$ cat config.mk
export PLATFORM = sky130hd
export DESIGN_NAME = kypd_sseg_event_control
export DESIGN_NICKNAME = d
export VERILOG_FILES = /design/src/rtl/kypd_sseg_event_control_pkg.sv /design/src/rtl/bin2sseg.sv /design/src/rtl/kypd_evt_fifo.sv /design/src/rtl/kypd_sseg_event_control.sv
export SDC_FILE = /design/constraint.sdc
export NUM_CORES = 1
export LEC_CHECK = 0
export CAP_MARGIN = 20
export CORE_MARGIN = 10
export CORE_UTILIZATION = 45
export DETAILED_ROUTE_END_ITERATION = 7
export GPL_TIMING_DRIVEN = 0
export PLACE_DENSITY = 0.78
export SYNTH_ARGS = -nofsm -noshare
export SYNTH_HDL_FRONTEND = slang
export SYNTH_SLANG_ARGS = --single-unit
$ cat constraint.sdc
create_clock -name clk -period 3.8 [get_ports clk]
set_clock_uncertainty 0.15 [all_clocks]
set_input_delay 0.76 -clock clk [delete_from_list [all_inputs] [get_ports clk]]
set_output_delay 0.76 -clock clk [all_outputs]
set_load 0.05 [all_outputs]
$ cat src/rtl/kypd_sseg_event_control_pkg.sv
// rtl/kypd_sseg_event_control_pkg.sv - shared types and constants for the keypad/sseg event controller
package kypd_sseg_event_control_pkg;

    // Display ownership: loop pattern generator, live key display, post-release hold.
    typedef enum logic [1:0] {
        ST_LOOP = 2'd0,
        ST_KEY  = 2'd1,
        ST_HOLD = 2'd2
    } state_t;

    // Segment lines per digit: seven segments plus decimal point.
    localparam int SEG_W = 8;

    // Segments are active-low, so all ones is a dark digit.
    localparam logic [SEG_W-1:0] SEG_BLANK = 8'hFF;

endpackage

$ cat src/rtl/bin2sseg.sv
// rtl/bin2sseg.sv - hex nibble to seven-segment pattern
//
// Ports:
//   bin - 4-bit value to display
//   seg - {dp, g, f, e, d, c, b, a}, active-low, decimal point off
module bin2sseg (
    input  logic [3:0] bin,
    output logic [7:0] seg
);

    always_comb begin
        seg = 8'hFF;
        case (bin)
            4'h0: seg = 8'hC0;
            4'h1: seg = 8'hF9;
            4'h2: seg = 8'hA4;
            4'h3: seg = 8'hB0;
            4'h4: seg = 8'h99;
            4'h5: seg = 8'h92;
            4'h6: seg = 8'h82;
            4'h7: seg = 8'hF8;
            4'h8: seg = 8'h80;
            4'h9: seg = 8'h90;
            4'hA: seg = 8'h88;
            4'hB: seg = 8'h83;
            4'hC: seg = 8'hC6;
            4'hD: seg = 8'hA1;
            4'hE: seg = 8'h86;
            4'hF: seg = 8'h8E;
            default: seg = 8'hFF;
        endcase
    end

endmodule

$ cat src/rtl/kypd_evt_fifo.sv
// rtl/kypd_evt_fifo.sv - synchronous event FIFO with first-word fall-through read
//
// Ports:
//   clk, rst          - clock, asynchronous active-low reset (empties the FIFO)
//   wr_en, wr_data    - write strobe and data; caller must not write when full unless reading
//   rd_en, rd_data    - read strobe; rd_data shows the oldest entry whenever not empty
//   empty, full       - occupancy flags
module kypd_evt_fifo #(
    parameter int WIDTH = 8,
    parameter int DEPTH = 4
) (
    input  logic             clk,
    input  logic             rst,
    input  logic             wr_en,
    input  logic [WIDTH-1:0] wr_data,
    input  logic             rd_en,
    output logic [WIDTH-1:0] rd_data,
    output logic             empty,
    output logic             full
);

    localparam int AW = $clog2(DEPTH);
    localparam logic [AW:0] PTR_ONE = {{AW{1'b0}}, 1'b1};

    // One extra pointer bit separates full from empty when the indices match.
    logic [AW:0]      wr_ptr;
    logic [AW:0]      rd_ptr;
    logic [WIDTH-1:0] mem [DEPTH];

    always_ff @(posedge clk or negedge rst) begin
        if (!rst) begin
            wr_ptr <= '0;
            rd_ptr <= '0;
        end else begin
            if (wr_en) wr_ptr <= wr_ptr + PTR_ONE;
            if (rd_en) rd_ptr <= rd_ptr + PTR_ONE;
        end
    end

    // Storage needs no reset; the pointers define what is valid.
    always_ff @(posedge clk) begin
        if (wr_en) mem[wr_ptr[AW-1:0]] <= wr_data;
    end

    // Write-while-full lands in the slot being read; the read sees the old word this cycle.
    assign rd_data = mem[rd_ptr[AW-1:0]];
    assign empty   = (wr_ptr == rd_ptr);
    assign full    = (wr_ptr[AW] != rd_ptr[AW]) && (wr_ptr[AW-1:0] == rd_ptr[AW-1:0]);

endmodule

$ cat src/rtl/kypd_sseg_event_control.sv
// rtl/kypd_sseg_event_control.sv - keypad/sseg display arbitration and UART key-event queue
//
// Ports:
//   clk, rst                         - clock, asynchronous active-low reset
//   num_btns, num_btns_valid         - pressed-key count sample
//   btn_row, btn_col, kypd_btn_valid - lowest pressed key sample
//   loop_data, loop_event, loop_en   - loop pattern generator interface
//   ss_idle, ss_data, ss_digit_en,
//   ss_start                         - seven-segment controller interface
//   tx_ready, tx_start, tx_data0/1   - UART transmitter interface (row, column nibbles)
//   fifo_overflow                    - sticky, an event was dropped on a full queue
module kypd_sseg_event_control
    import kypd_sseg_event_control_pkg::*;
#(
    parameter int NUM_DIGITS  = 8,
    parameter int CNT_W       = 6,
    parameter int ROW_DIGIT   = 4,
    parameter int FIFO_DEPTH  = 4,
    parameter int HOLD_CYCLES = 1000
) (
    input  logic                        clk,
    input  logic                        rst,
    input  logic [CNT_W-1:0]            num_btns,
    input  logic                        num_btns_valid,
    input  logic [3:0]                  btn_row,
    input  logic [3:0]                  btn_col,
    input  logic                        kypd_btn_valid,
    input  logic [SEG_W*NUM_DIGITS-1:0] loop_data,
    input  logic                        loop_event,
    output logic                        loop_en,
    input  logic                        ss_idle,
    output logic [SEG_W*NUM_DIGITS-1:0] ss_data,
    output logic [NUM_DIGITS-1:0]       ss_digit_en,
    output logic                        ss_start,
    input  logic                        tx_ready,
    output logic                        tx_start,
    output logic [3:0]                  tx_data0,
    output logic [3:0]                  tx_data1,
    output logic                        fifo_overflow
);

    localparam int HOLD_W = (HOLD_CYCLES > 2) ? $clog2(HOLD_CYCLES) : 1;
    localparam logic [HOLD_W-1:0] HOLD_LAST = HOLD_W'((HOLD_CYCLES > 0) ? HOLD_CYCLES - 1 : 0);
    localparam logic [HOLD_W-1:0] HOLD_ONE  = HOLD_W'(1);
    localparam logic [NUM_DIGITS-1:0] EN_DIGIT0 = NUM_DIGITS'(1);
    localparam logic [NUM_DIGITS-1:0] EN_SINGLE = (NUM_DIGITS'(1) << ROW_DIGIT) | NUM_DIGITS'(1);

    state_t state, state_nxt;

    logic [CNT_W-1:0] prev_num;
    logic [3:0]       prev_row;
    logic [3:0]       prev_col;
    logic [HOLD_W-1:0] hold_cnt;

    logic accept, changed, none, single, upd, hold_done;

    logic [3:0] num_nib, lo_nib;
    logic [7:0] seg_row, seg_lo;

    logic                        int_start;
    logic [SEG_W*NUM_DIGITS-1:0] int_data;
    logic [NUM_DIGITS-1:0]       int_en;

    logic       push, pop, fifo_wr, fifo_empty, fifo_full;
    logic [7:0] fifo_rdata;

    assign accept  = num_btns_valid & kypd_btn_valid & ss_idle;
    assign changed = accept & ((btn_row != prev_row) | (btn_col != prev_col) | (num_btns != prev_num));
    assign none    = (num_btns == '0);
    assign single  = (num_btns == CNT_W'(1));
    assign hold_done = (hold_cnt == HOLD_LAST);

    // Redraw on any real change while the keypad owns the display, and always on takeover.
    assign upd = (changed & (state != ST_LOOP)) | (accept & (state == ST_LOOP) & ~none);

    if (CNT_W >= 4) begin : g_nib
        assign num_nib = num_btns[3:0];
    end else begin : g_nib_pad
        assign num_nib = {{(4 - CNT_W){1'b0}}, num_btns};
    end

    // Digit 0 shows the column for a single key, otherwise the key count.
    assign lo_nib = single ? btn_col : num_nib;

    bin2sseg u_seg_row (.bin(btn_row), .seg(seg_row));
    bin2sseg u_seg_lo  (.bin(lo_nib),  .seg(seg_lo));

    always_ff @(posedge clk or negedge rst) begin
        if (!rst) begin
            state    <= ST_LOOP;
            prev_num <= '0;
            prev_row <= '0;
            prev_col <= '0;
            hold_cnt <= '0;
        end else begin
            state <= state_nxt;
            if (accept) begin
                prev_num <= num_btns;
                prev_row <= btn_row;
                prev_col <= btn_col;
            end
            if (state == ST_KEY && state_nxt == ST_HOLD) begin
                hold_cnt <= '0;
            end else if (state == ST_HOLD) begin
                hold_cnt <= hold_cnt + HOLD_ONE;
            end
        end
    end

    always_comb begin
        state_nxt = state;
        case (state)
            ST_LOOP: if (accept && !none) state_nxt = ST_KEY;
            ST_KEY:  if (accept && none)  state_nxt = (HOLD_CYCLES == 0) ? ST_LOOP : ST_HOLD;
            // A new press wins over an expiring hold in the same cycle.
            ST_HOLD: begin
                if (accept && !none)  state_nxt = ST_KEY;
                else if (hold_done)   state_nxt = ST_LOOP;
            end
            default: state_nxt = ST_LOOP;
        endcase
    end

    always_ff @(posedge clk or negedge rst) begin
        if (!rst) begin
            int_start <= 1'b0;
            int_data  <= '0;
            int_en    <= '0;
        end else begin
            int_start <= upd;
            if (upd) begin
                if (single) begin
                    int_data[ROW_DIGIT*SEG_W +: SEG_W] <= seg_row;
                    int_data[SEG_W-1:0]                <= seg_lo;
                    int_en                             <= EN_SINGLE;
                end else if (!none) begin
                    int_data[SEG_W-1:0] <= seg_lo;
                    int_en              <= EN_DIGIT0;
                end else begin
                    int_en <= '0;
                end
            end
        end
    end

    always_comb begin
        ss_start    = int_start;
        ss_data     = int_data;
        ss_digit_en = int_en;
        loop_en     = 1'b0;
        if (state == ST_LOOP) begin
            ss_start    = loop_event;
            ss_data     = loop_data;
            ss_digit_en = '1;
            loop_en     = 1'b1;
        end
    end

    // A pop during the tx_start cycle is blocked, giving at least two cycles between pulses.
    assign push    = changed & single;
    assign pop     = ~fifo_empty & tx_ready & ~tx_start;
    assign fifo_wr = push & (~fifo_full | pop);

    kypd_evt_fifo #(
        .WIDTH (8),
        .DEPTH (FIFO_DEPTH)
    ) u_fifo (
        .clk     (clk),
        .rst     (rst),
        .wr_en   (fifo_wr),
        .wr_data ({btn_row, btn_col}),
        .rd_en   (pop),
        .rd_data (fifo_rdata),
        .empty   (fifo_empty),
        .full    (fifo_full)
    );

    always_ff @(posedge clk or negedge rst) begin
        if (!rst) begin
            tx_start      <= 1'b0;
            tx_data0      <= '0;
            tx_data1      <= '0;
            fifo_overflow <= 1'b0;
        end else begin
            tx_start <= pop;
            if (pop) begin
                tx_data0 <= fifo_rdata[7:4];
                tx_data1 <= fifo_rdata[3:0];
            end
            if (push && fifo_full && !pop) fifo_overflow <= 1'b1;
        end
    end

endmodule
* Word level (Yosys, flattened, before mapping)
Memory sizes are Yosys's and may differ from the RTL's. A register that Yosys moved wholly into a read port is not among the register bits. Index checks and enable logic that the tools add are counted.
Word-level totals: input bits 85, bits in writable memories 32, output and inout bits 84, flip-flop bits (word level) 59, logic and storage cells 83, memory bits (read-only) 224, memories 3
Cells by class: equal/unequal tests 12, muxes and demuxes 18, reduce and logical (&&, ||, !) cells 16, add/subtract/negate cells 3, bitwise gates (word level) 18
Memories:
- (name not given) | depth 16, width 7, read ports 1, clocked after memory_dff 0, write ports 0, RTL line bin2sseg.sv:13 | case (bin)
- (name not given) | depth 16, width 7, read ports 1, clocked after memory_dff 1, write ports 0, RTL line bin2sseg.sv:13
- u_fifo.mem | depth 4, width 8, read ports 1, clocked after memory_dff 1, write ports 1, RTL line kypd_evt_fifo.sv:28 | logic [WIDTH-1:0] mem [DEPTH];
Operator list (number):
- 64-bit 2-to-1 mux | 1
- 8-bit 2-to-1 mux | 3
- 10-bit 2-to-1 mux | 2
- 10-bit by 1-bit adder with 10-bit output, second input constant | 1
- 1-bit AND | 10
- 10-bit == test, second input constant | 1
- 2-bit 2-to-1 mux | 4
- 4-bit != test | 2
- 3-bit by 1-bit adder with 3-bit output, second input constant | 2
- 6-bit by 1-bit == test with 1-bit output, second input constant | 1
- 1-bit logical AND | 6
- 6-bit zero test | 1
- 6-bit != test | 1
- 2-bit one-hot mux with 3 select lines | 1
- 1-bit 2-to-1 mux | 5
- 5-bit 2-to-1 mux | 1
- 2-bit == test, second input constant | 2
- 1-bit zero test | 4
- 4-bit 2-to-1 mux | 1
- 1-bit NOT | 4
- 1-bit bitwise OR | 4
- 2-bit AND reduction | 2
- 2-bit nonzero test | 2
- 3-bit == test | 1
- other kinds (5) | 5

* Logic depth before layout (Yosys ltp)
word-level depth 8, mapped depth 8

* Modules after synthesis
A second synthesis with hierarchy kept.
Unflattened totals: cell total of the unflattened synthesis 445, area, all modules 5158.7 µm²
By module, submodules not included:
- kypd_sseg_event_control | area each 3085.5 µm², times used 1, cells each 306
- kypd_evt_fifo | area each 1500.2 µm², times used 1, cells each 72
- bin2sseg at u_seg_lo | area each 286.5 µm², times used 1, cells each 34
- bin2sseg at u_seg_row | area each 286.5 µm², times used 1, cells each 33

* Worst setup path before layout
OpenSTA, ideal clock, no wires.
path type register to output, start point register state[0], end point output port ss_data[54], cell stages (with the launch flop) 6, setup slack 543 ps, data arrival time 2347 ps, cells stage by stage dfrtp_1 > or2_1 > inv_1 > clkbuf_1 > clkbuf_1 > and2_1
Between the ends: word-level cells in the longest chain between the ends 2
RTL lines:
- start, declared | RTL line kypd_sseg_event_control.sv:48 | state_t state, state_nxt;
- start signal, assigned | RTL line kypd_sseg_event_control.sv:96 | state <= state_nxt;
- 2-bit zero test | RTL line kypd_sseg_event_control.sv:151 | if (state == ST_LOOP) begin
- 64-bit 2-to-1 mux | RTL line kypd_sseg_event_control.sv:151
- end, declared | RTL line kypd_sseg_event_control.sv:32 | output logic [SEG_W*NUM_DIGITS-1:0] ss_data,
Every way passes these cells.

* Final worst setup path
start point register state[0], end point output port ss_data[35]
The elaborated chain is that of the path after synthesis.

==> qor.txt <==
ANT cells: 0
Total power: 4.34 mW
Worst relative slew slack: 45.9%
TritonRoute pass-1 iters: 4
Slew of the pin with the lowest slew margin: 0.811 ns
Via Count: 3967
Ys flop type: dfrtp_1
Setup Fix Bufs, Post-CTS: 0
Status: finished, final reports clean
Final setup TNS: 0 ns
Die Ht: 128 um
Synth Register Bits: 93
Total global-route track usage: 17.0%
Synth Warn #: 48
Hold WC Path Type: reg -> reg
Crit path launch type: flip-flop
Number of synthesized flops with an enable pin: 32
Synth Net Count: 554
Root Buffer: clkbuf_16
Commonest non-fill, non-tap cells in the layout: clkdlybuf4s50_1, dfrtp_1, and2_1, nand2_1, dlymetal6s2s_1
Worst Setup End Kind: primary output
Max clock buf depth: 2
Layout area overhead: 42.5%
Clock sinks: 93
Worst Hold Path Cells: 1
Skew-Pair Late Insertion Delay: 0.34 ns
Nets: 731
CTS tree: yes
RR Endpoint: u_fifo.mem[0][7]
H-tree depth: 3
Final Hold Vio Count: 0
Final Max Tran Viols: 0
WL/cell: 18.3 um
VDD IR max: 0.512 mV
Reg2Reg Setup Slack: 1.44 ns
Synth async-reset ratio: 65.6%
Design area: 7460 sq um
Post-DP Area: 7070 sq um
RD Place Congestion: 0.851
Starting DRC count in detailed routing: 175
Global route overflow: 0
Fin crit share: 95.1%
Die width: 128 um
Layout Utilization: 65.3%
TritonCTS Buffers: 9
Global-route wire length before repair: 22500 um
Fmax: 0.277 GHz
Synth cell types: 61
Vias in the first global route: 4228
Worst R2R Start: u_fifo.rd_ptr[1]
Pleak: 3.74 nW
Post-Syn Area: 5230 sq um
Starting density of the core: 45.8%
RSZ-0062 raised after global routing: no
Clock transition at path regs: 0.07 ns
Worst setup path end: ss_data[35]
Post-DR vias/cell: 5.11
Sequential fraction of the synthesis area: 47.5%
Input/output buffers: 166
CP max FO: 10
Post-DP HPWL: 11000 um
Site Rows: 39
Critical Path AT: 2.71 ns
Core box area: 11400 sq um
Die ar.: 16300 sq um
Most common cell after layout, fill and taps aside: clkdlybuf4s50_1
Largest net degree at the start of global routing: 62
Pwr/cell area: 582 nW/um^2
Residual DRC: 0
Setup violators final: 0
WP data required: 2.89 ns
Layout cell share with drive strength beyond 1: 14.4%
Tmin final: 3.62 ns
CP Class: reg -> out
Syn_area_per_cell: 11.6 sq um
FILL cells: 915
FF-to-FF path depth: 5
Top-Level Pins: 169
Routed wire length: 14200 um
Instance count of the mapped netlist: 451
Number of max-cap violations: 0
Crit path from: state[0]
Final ANT Viol Nets: 0
Initial antenna violation count: 0
routing by layer:
layer  part of all wire [%]  global-route usage [%]  up-vias
li1                       -                       -     1908
met1                     40                    20.3     1960
met2                     54                    29.7       83
met3                    3.8                    3.97       16
met4                    1.6                    4.90        0
met5                      0                       0        -
stage by stage:
stage | cells | hold slack, ns | worst slack (ns)
2_1_floorplan | 451 | 0.280 | 0.543
3_3_place_gp | 760 | 0.297 | -0.255
3_5_place_dp | 760 | 0.306 | 0.0151
4_1_cts | 776 | 0.323 | 0.0144
5_1_grt | 776 | 0.338 | 0.0451
6_report | 776 | 0.318 | 0.185
where the power goes:
part / total [mW] / switching (mW) / leakage [nW] / internal, mW
combinational: 2.24 / 1.38 / 2.58 / 0.857
sequential: 1.25 / 0.0837 / 1.02 / 1.17
clock: 0.851 / 0.398 / 0.134 / 0.453
Yosys cell counts (2+ instances only):
cell type,n,area [sq um]
a21oi_1,10,50.1
a22o_1,3,26.3
and2_1,54,338
and3_1,4,25.0
buf_2,6,30.0
buf_4,7,52.6
clkbuf_1,12,45.0
dfrtp_1,61,1530
edfxtp_1,32,961
ha_1,18,225
inv_1,12,45.0
mux2_1,15,169
mux2_2,21,236
mux2_4,7,105
mux2i_1,8,80.1
mux4_2,9,203
nand2_1,53,199
nand2b_1,6,37.5
nand3_1,7,35.0
nand4_1,3,18.8
nor2_1,19,71.3
nor2b_1,4,25.0
nor4_4,2,42.5
o21a_1,2,15.0
o21ai_0,16,80.1
o22ai_1,3,18.8
or2_1,2,12.5
or3_1,3,18.8
xnor2_1,14,123
xnor2_2,3,48.8
xor2_1,5,43.8
what timing repair did:
item,CTS,global route
pin swaps,0,0
endpoints found under the setup margin,56,42
hold buffers,0,0
resized for setup,6,42
cloned,0,0
worst max-delay path, stage by stage (launching register included):
cell,delay [ns]
dfrtp_1,0.42
or2_1,0.33
inv_1,0.16
clkbuf_2,0.35
mux2_2,0.39
clkdlybuf4s50_1,0.71
state kept, by name (all words and copies together) (netlist names):
name and flops:
int_data 16, u_fifo.wr_ptr 3, u_fifo.rd_ptr 3, int_start 1, prev_num 6, prev_row 4, tx_start 1, prev_col 4
state 2, u_fifo.mem 32, int_en 2, hold_cnt 10, fifo_overflow 1, tx_data0 4, tx_data1 4
kinds of logic after synthesis:
group / after synthesis / share of synthesized area, %
AOI/OAI and AO/OA: 51 / 6.72
and+or+nand+nor: 167 / 18.1
muxes: 60 / 15.2
xor gates and xnor gates: 23 / 4.64
buffers and inverters: 39 / 3.59
adders and majority gates: 18 / 4.30
DFF: 93 / 47.5
worst min-delay path by stage:
stage | from | to | slack (ns)
after floorplan | int_data[39] | int_data[39] | 0.28
after global placement | int_data[7] | int_data[7] | 0.30
after detailed placement | int_data[39] | int_data[39] | 0.31
after CTS | int_data[39] | int_data[39] | 0.32
after global routing | int_data[39] | int_data[39] | 0.34
final | int_data[39] | int_data[39] | 0.32
layout make-up:
type	instances	area, sq um	area share, %
plain buffers	27	146	1.96
clock buffers	9	225	3.02
clock inverters	7	57.6	0.772
inverters	12	45.0	0.604
multi-input cells	319	2560	34.3
flip-flops and latches	93	2490	33.3
well taps	143	179	2.40
repair buffers	166	1760	23.6
No activity file was read; power rests on OpenSTA's default activity.
